==> config.mk <==
export PLATFORM = sky130hd
export DESIGN_NAME = upstream_order_accum
export DESIGN_NICKNAME = d
export VERILOG_FILES = /design/src/rtl/upstream_order_accum.sv
export SDC_FILE = /design/constraint.sdc
export NUM_CORES = 2
export LEC_CHECK = 0
export ABC_CLOCK_PERIOD_IN_PS = 174200
export BUFFER_PORTS_ARGS = -buffer_cell sky130_fd_sc_hd__buf_2
export CORE_MARGIN = 2
export CORE_UTILIZATION = 38
export CTS_CLUSTER_DIAMETER = 50
export DETAILED_ROUTE_END_ITERATION = 8
export PLACE_DENSITY = 0.62
export SYNTH_ARGS = -nofsm -noshare
export SYNTH_HDL_FRONTEND = slang
export SYNTH_SLANG_ARGS = --single-unit
==> constraint.sdc <==
create_clock -name clk -period 174.2 [get_ports clk]
set_clock_uncertainty 0.2 [all_clocks]
set_input_delay 26.13 -clock clk [delete_from_list [all_inputs] [get_ports clk]]
set_output_delay 26.13 -clock clk [all_outputs]
set_load 0.01 [all_outputs]
==> src/rtl/upstream_order_accum.sv <==
// rtl/upstream_order_accum.sv - per-client order accumulator issuing threshold trades
module upstream_order_accum #(
  parameter int NUM_CLIENTS = 32,
  parameter int ID_W        = 5,
  parameter int AMT_W       = 16,
  parameter int ACC_W       = 32,
  parameter int CNT_W       = 16
) (
  input  logic             clk,
  input  logic             rst,
  input  logic             new_order,
  input  logic [ID_W-1:0]  client_id,
  input  logic [AMT_W-1:0] amount,
  input  logic             new_max,
  input  logic [ACC_W-1:0] max_value,
  output logic             order_ready,
  output logic             trade_valid,
  output logic [ID_W-1:0]  trade_client,
  output logic [ACC_W-1:0] trade_amount,
  input  logic             trade_ready,
  output logic [CNT_W-1:0] accumulated_orders,
  output logic [ACC_W-1:0] max_to_trade,
  output logic             thenewmax,
  output logic             err_client
);

  logic [ACC_W-1:0] acc_q [NUM_CLIENTS];
  logic [ACC_W-1:0] thr_q [NUM_CLIENTS];

  logic             trade_valid_q, trade_valid_d;
  logic [ID_W-1:0]  trade_client_q, trade_client_d;
  logic [ACC_W-1:0] trade_amount_q, trade_amount_d;
  logic [CNT_W-1:0] cnt_q, cnt_d;
  logic [ACC_W-1:0] max_q, max_d;
  logic             thenewmax_q, thenewmax_d;
  logic             err_q, err_d;

  logic             id_ok, accept, hit, load;
  logic [ACC_W-1:0] cur_acc, cur_thr, sum;
  logic [ACC_W:0]   sum_ext;

  always_comb begin
    id_ok       = 32'(client_id) < NUM_CLIENTS;
    cur_acc     = id_ok ? acc_q[client_id] : '0;
    cur_thr     = id_ok ? thr_q[client_id] : '0;
    // One extra bit catches the carry so the sum clamps instead of wrapping
    sum_ext     = {1'b0, cur_acc} + (ACC_W+1)'(amount);
    sum         = sum_ext[ACC_W] ? '1 : sum_ext[ACC_W-1:0];
    hit         = (cur_thr != '0) && (sum >= cur_thr);
    order_ready = (!trade_valid_q || trade_ready) && !new_max;
    accept      = new_order && order_ready;
    load        = accept && id_ok && hit;

    trade_valid_d  = trade_valid_q;
    trade_client_d = trade_client_q;
    trade_amount_d = trade_amount_q;
    max_d          = max_q;
    if (load) begin
      trade_valid_d  = 1'b1;
      trade_client_d = client_id;
      trade_amount_d = sum;
      if (sum > max_q) max_d = sum;
    end else if (trade_valid_q && trade_ready) begin
      trade_valid_d = 1'b0;
    end

    cnt_d = cnt_q;
    if (accept && (cnt_q != '1)) cnt_d = cnt_q + CNT_W'(1);

    thenewmax_d = new_max && id_ok;
    err_d       = (new_max || accept) && !id_ok;
  end

  always_ff @(posedge clk or posedge rst) begin
    if (rst) begin
      for (int i = 0; i < NUM_CLIENTS; i++) begin
        acc_q[i] <= '0;
        thr_q[i] <= '0;
      end
      trade_valid_q  <= 1'b0;
      trade_client_q <= '0;
      trade_amount_q <= '0;
      cnt_q          <= '0;
      max_q          <= '0;
      thenewmax_q    <= 1'b0;
      err_q          <= 1'b0;
    end else begin
      // accept already excludes new_max, so the two array writes never collide
      if (accept && id_ok) acc_q[client_id] <= hit ? '0 : sum;
      if (new_max && id_ok) thr_q[client_id] <= max_value;
      trade_valid_q  <= trade_valid_d;
      trade_client_q <= trade_client_d;
      trade_amount_q <= trade_amount_d;
      cnt_q          <= cnt_d;
      max_q          <= max_d;
      thenewmax_q    <= thenewmax_d;
      err_q          <= err_d;
    end
  end

  assign trade_valid        = trade_valid_q;
  assign trade_client       = trade_client_q;
  assign trade_amount       = trade_amount_q;
  assign accumulated_orders = cnt_q;
  assign max_to_trade       = max_q;
  assign thenewmax          = thenewmax_q;
  assign err_client         = err_q;

endmodule

==> reports/metrics.csv <==
metric,value,unit
ANT nets after route,0,
critical path endpoint,order_ready,
clk slew on worst S/H paths,50,ps
post-synth top area cell,dfrtp_1,
async set-or-reset flop fraction in the synthesized netlist,1.00,
Least-Margin Pin Slew,1200,ps
die width,508,um
top cell type's share of synthesized area,0.553,
number of synthesized flops with an enable pin,0,
CTS Hold Buffers Added,0,
Worst R2R Start,acc_q[512],
max cap viols,0,
top_reg_cell synth,dfrtp_1,
drt drc,0,
vias in the first global route,67600,
vias post-DR,67000,
CTS buffer count,278,
Worst Path Required,147870,ps
First-pass DRT Iterations,6,
crit path from,new_max,
DR WL met3,24.6,mm
reg2reg setup slack,164580,ps
Root Driver,clkbuf_16,
critical path capture point type,primary output,
Pwr per Cell Area,12.8,nW/um^2
syn avg cell area,11.9,um^2
sequential area share after synthesis,0.553,
Core ar.,253000,um^2
Tot Pwr,1.40,mW
first-pass GRT wire length,461,mm
clock tree buffer depth,4,
Port Buffers,145,
syn nets,8230,
"Cell Chain, Critical Path",buf_2 -> a21oi_1 -> buf_2,
Tmin final,53060,ps
hold crit path type,reg2reg,
Final Wtd Congestion,0.852,
grt total ovfl,0,
WL met2,145,mm
synthesized flop and latch total,2135,
"Data arrival, critical path",26730,ps
postcts setup bufs,0,
startpoint types,primary input,
H-tree depth,5,
Leak,49.8,nW
synthesized area,96700,um^2
fillers,23200,
Yosys warnings,0,
synth cell count leaders,"dfrtp_1, mux2_2, nand2_1",
kind of critical path,in2out,
initial antenna violation count,21,
status,completed,
CTS sink count,2135,
R2R depth,28,
Clock Latency Late Sink,950,ps
wire per inst,27.3,um
# resized after CTS,0,
area grow syn2layout,13.3,%
RSZ-0062 raised after global routing,false,
Total GRT Usage,0.241,
Vias per Instance,5.82,
"Hold Violations, Final",0,
final setup vio count,0,
Post-Route WL,314,mm
Post-Synthesis Cells,8090,
Synth cell types,72,
Max Freq,18.8,MHz
die height,508,um
slowest CP cell,a21oi_1,
CP Max Fanout,6,
largest net degree at the start of global routing,193,
most frequent cell after synthesis,dfrtp_1,
Final Cycle Share,0.305,
DRT iter0 DRCs,6930,
slew margin rel.,0.191,
Most Frequent Cell on Critical Path,buf_2,
area of the die,258000,um^2
Starting Density,0.381,
cell row count,185,
synth top area cells,"dfrtp_1, mux2_2, mux2i_1",
CP peak stage delay,250,ps
layout cells sized above 1,0.258,
TritonCTS clock tree,built,
Layout Nets,8098,
setup TNS,0,ps
IO Count,147,
Top Metal Used,met5,
worst r2r dst,max_to_trade[6],
Metal-1 WL,131,mm
Final Slew Violations,0,
detailed placement HPWL,177,mm
Worst VDD drop,0.0110,mV
## kinds of logic (layout without fill, tap and decap cells)
| logic type | count (synthesis) | in the layout | share of synthesized area |
|---|---|---|---|
| xor+xnor | 33 | 33 | 0.00299 |
| other cells | 1 | 7 | 0.0000388 |
| buf+inv | 781 | 830 | 0.0349 |
| mux | 2052 | 2052 | 0.244 |
| flops | 2135 | 2135 | 0.553 |
| simple gates | 1457 | 1457 | 0.0655 |
| compound gates | 1549 | 1549 | 0.0893 |
| fa+ha+maj | 82 | 82 | 0.0107 |
## flip-flops by register name (all words and copies together) (netlist names)
register	flops
acc_q	1024
thr_q	1024
max_to_trade	32
trade_amount	32
accumulated_orders	16
trade_client	5
thenewmax	1
trade_valid	1
## final cells by class
type                       count  area, um^2  area share
multi-input combinational   5174       40400       0.369
tap                         3366        4210      0.0385
clock buffer                 358        7720      0.0706
clock inverter               103        1390      0.0127
antenna                        6        15.0    0.000137
inverter                      51         199     0.00182
sequential                  2135       53400       0.488
timing repair buffer         318        2130      0.0195
## worst min path at each step
stage,start,end,depth (start not counted)
final,acc_q[778],acc_q[778],2
after detailed placement,acc_q[549],acc_q[549],2
after floorplan,acc_q[160],acc_q[160],2
after global placement,acc_q[932],acc_q[932],2
after CTS,acc_q[295],acc_q[295],2
after global routing,acc_q[544],acc_q[544],2
## placed cells by master, fill, tap and decap left out, types with 13 or more instances in the layout
cell        netlist  routed
a21o_1           14      14
a21oi_1          34      33
a22o_1           15      15
a22oi_1          64      64
and2_1           35      34
buf_2           120     143
buf_4            15     166
bufinv_16         0      29
clkbuf_1        522      40
clkbuf_16         0     284
clkbuf_8          0      34
clkinv_2          0      32
clkinvlp_4        0      16
dfrtp_1        2135    2135
ha_1             81      81
inv_1            51      50
inv_6             0      13
mux2_1           22      22
mux2_2         1121    1121
mux2i_1         781     777
mux4_2          128     128
nand2_1        1088    1048
nand2_2           0      40
nand3_1          49      49
nand4_1          54      54
nor2_1           54      28
nor2_4            0      26
nor4_1           98      98
o21ai_0         990     986
o22ai_1         385     385
xnor2_1          21      21
## per-stage QoR
stage               area, um^2  setup slack [ps]  hold slack, ps  cells  utilization
CTS                     109000            121140             278  11500        0.432
global route            109000            121120             293  11500        0.432
global placement        100000            121120             256  11000        0.396
detailed placement      100000            121150             265  11000        0.396
finish                  109000            121140             273  11500        0.432
floorplan                96700             87550             245   8090            -
## where the power goes
group	internal, mW	total [mW]	leakage, nW	switching [mW]
sequential	0.574	0.613	28.2	0.0394
combinational	0.0920	0.216	17.1	0.124
clock	0.355	0.575	4.45	0.220
total	1.02	1.40	49.8	0.383
## worst max-delay path, delay by kind of cell
family,cells,cell delay (ps)
buf+inv,2,350
compound gates,1,250
## metal layers
layer / vias up / global-route usage
met5: - / 0
met1: 34900 / 0.326
met2: 2685 / 0.377
li1: 28600 / -
met4: 6 / 0.101
met3: 749 / 0.0468
Note: power is estimated with default switching activity, not from simulation.
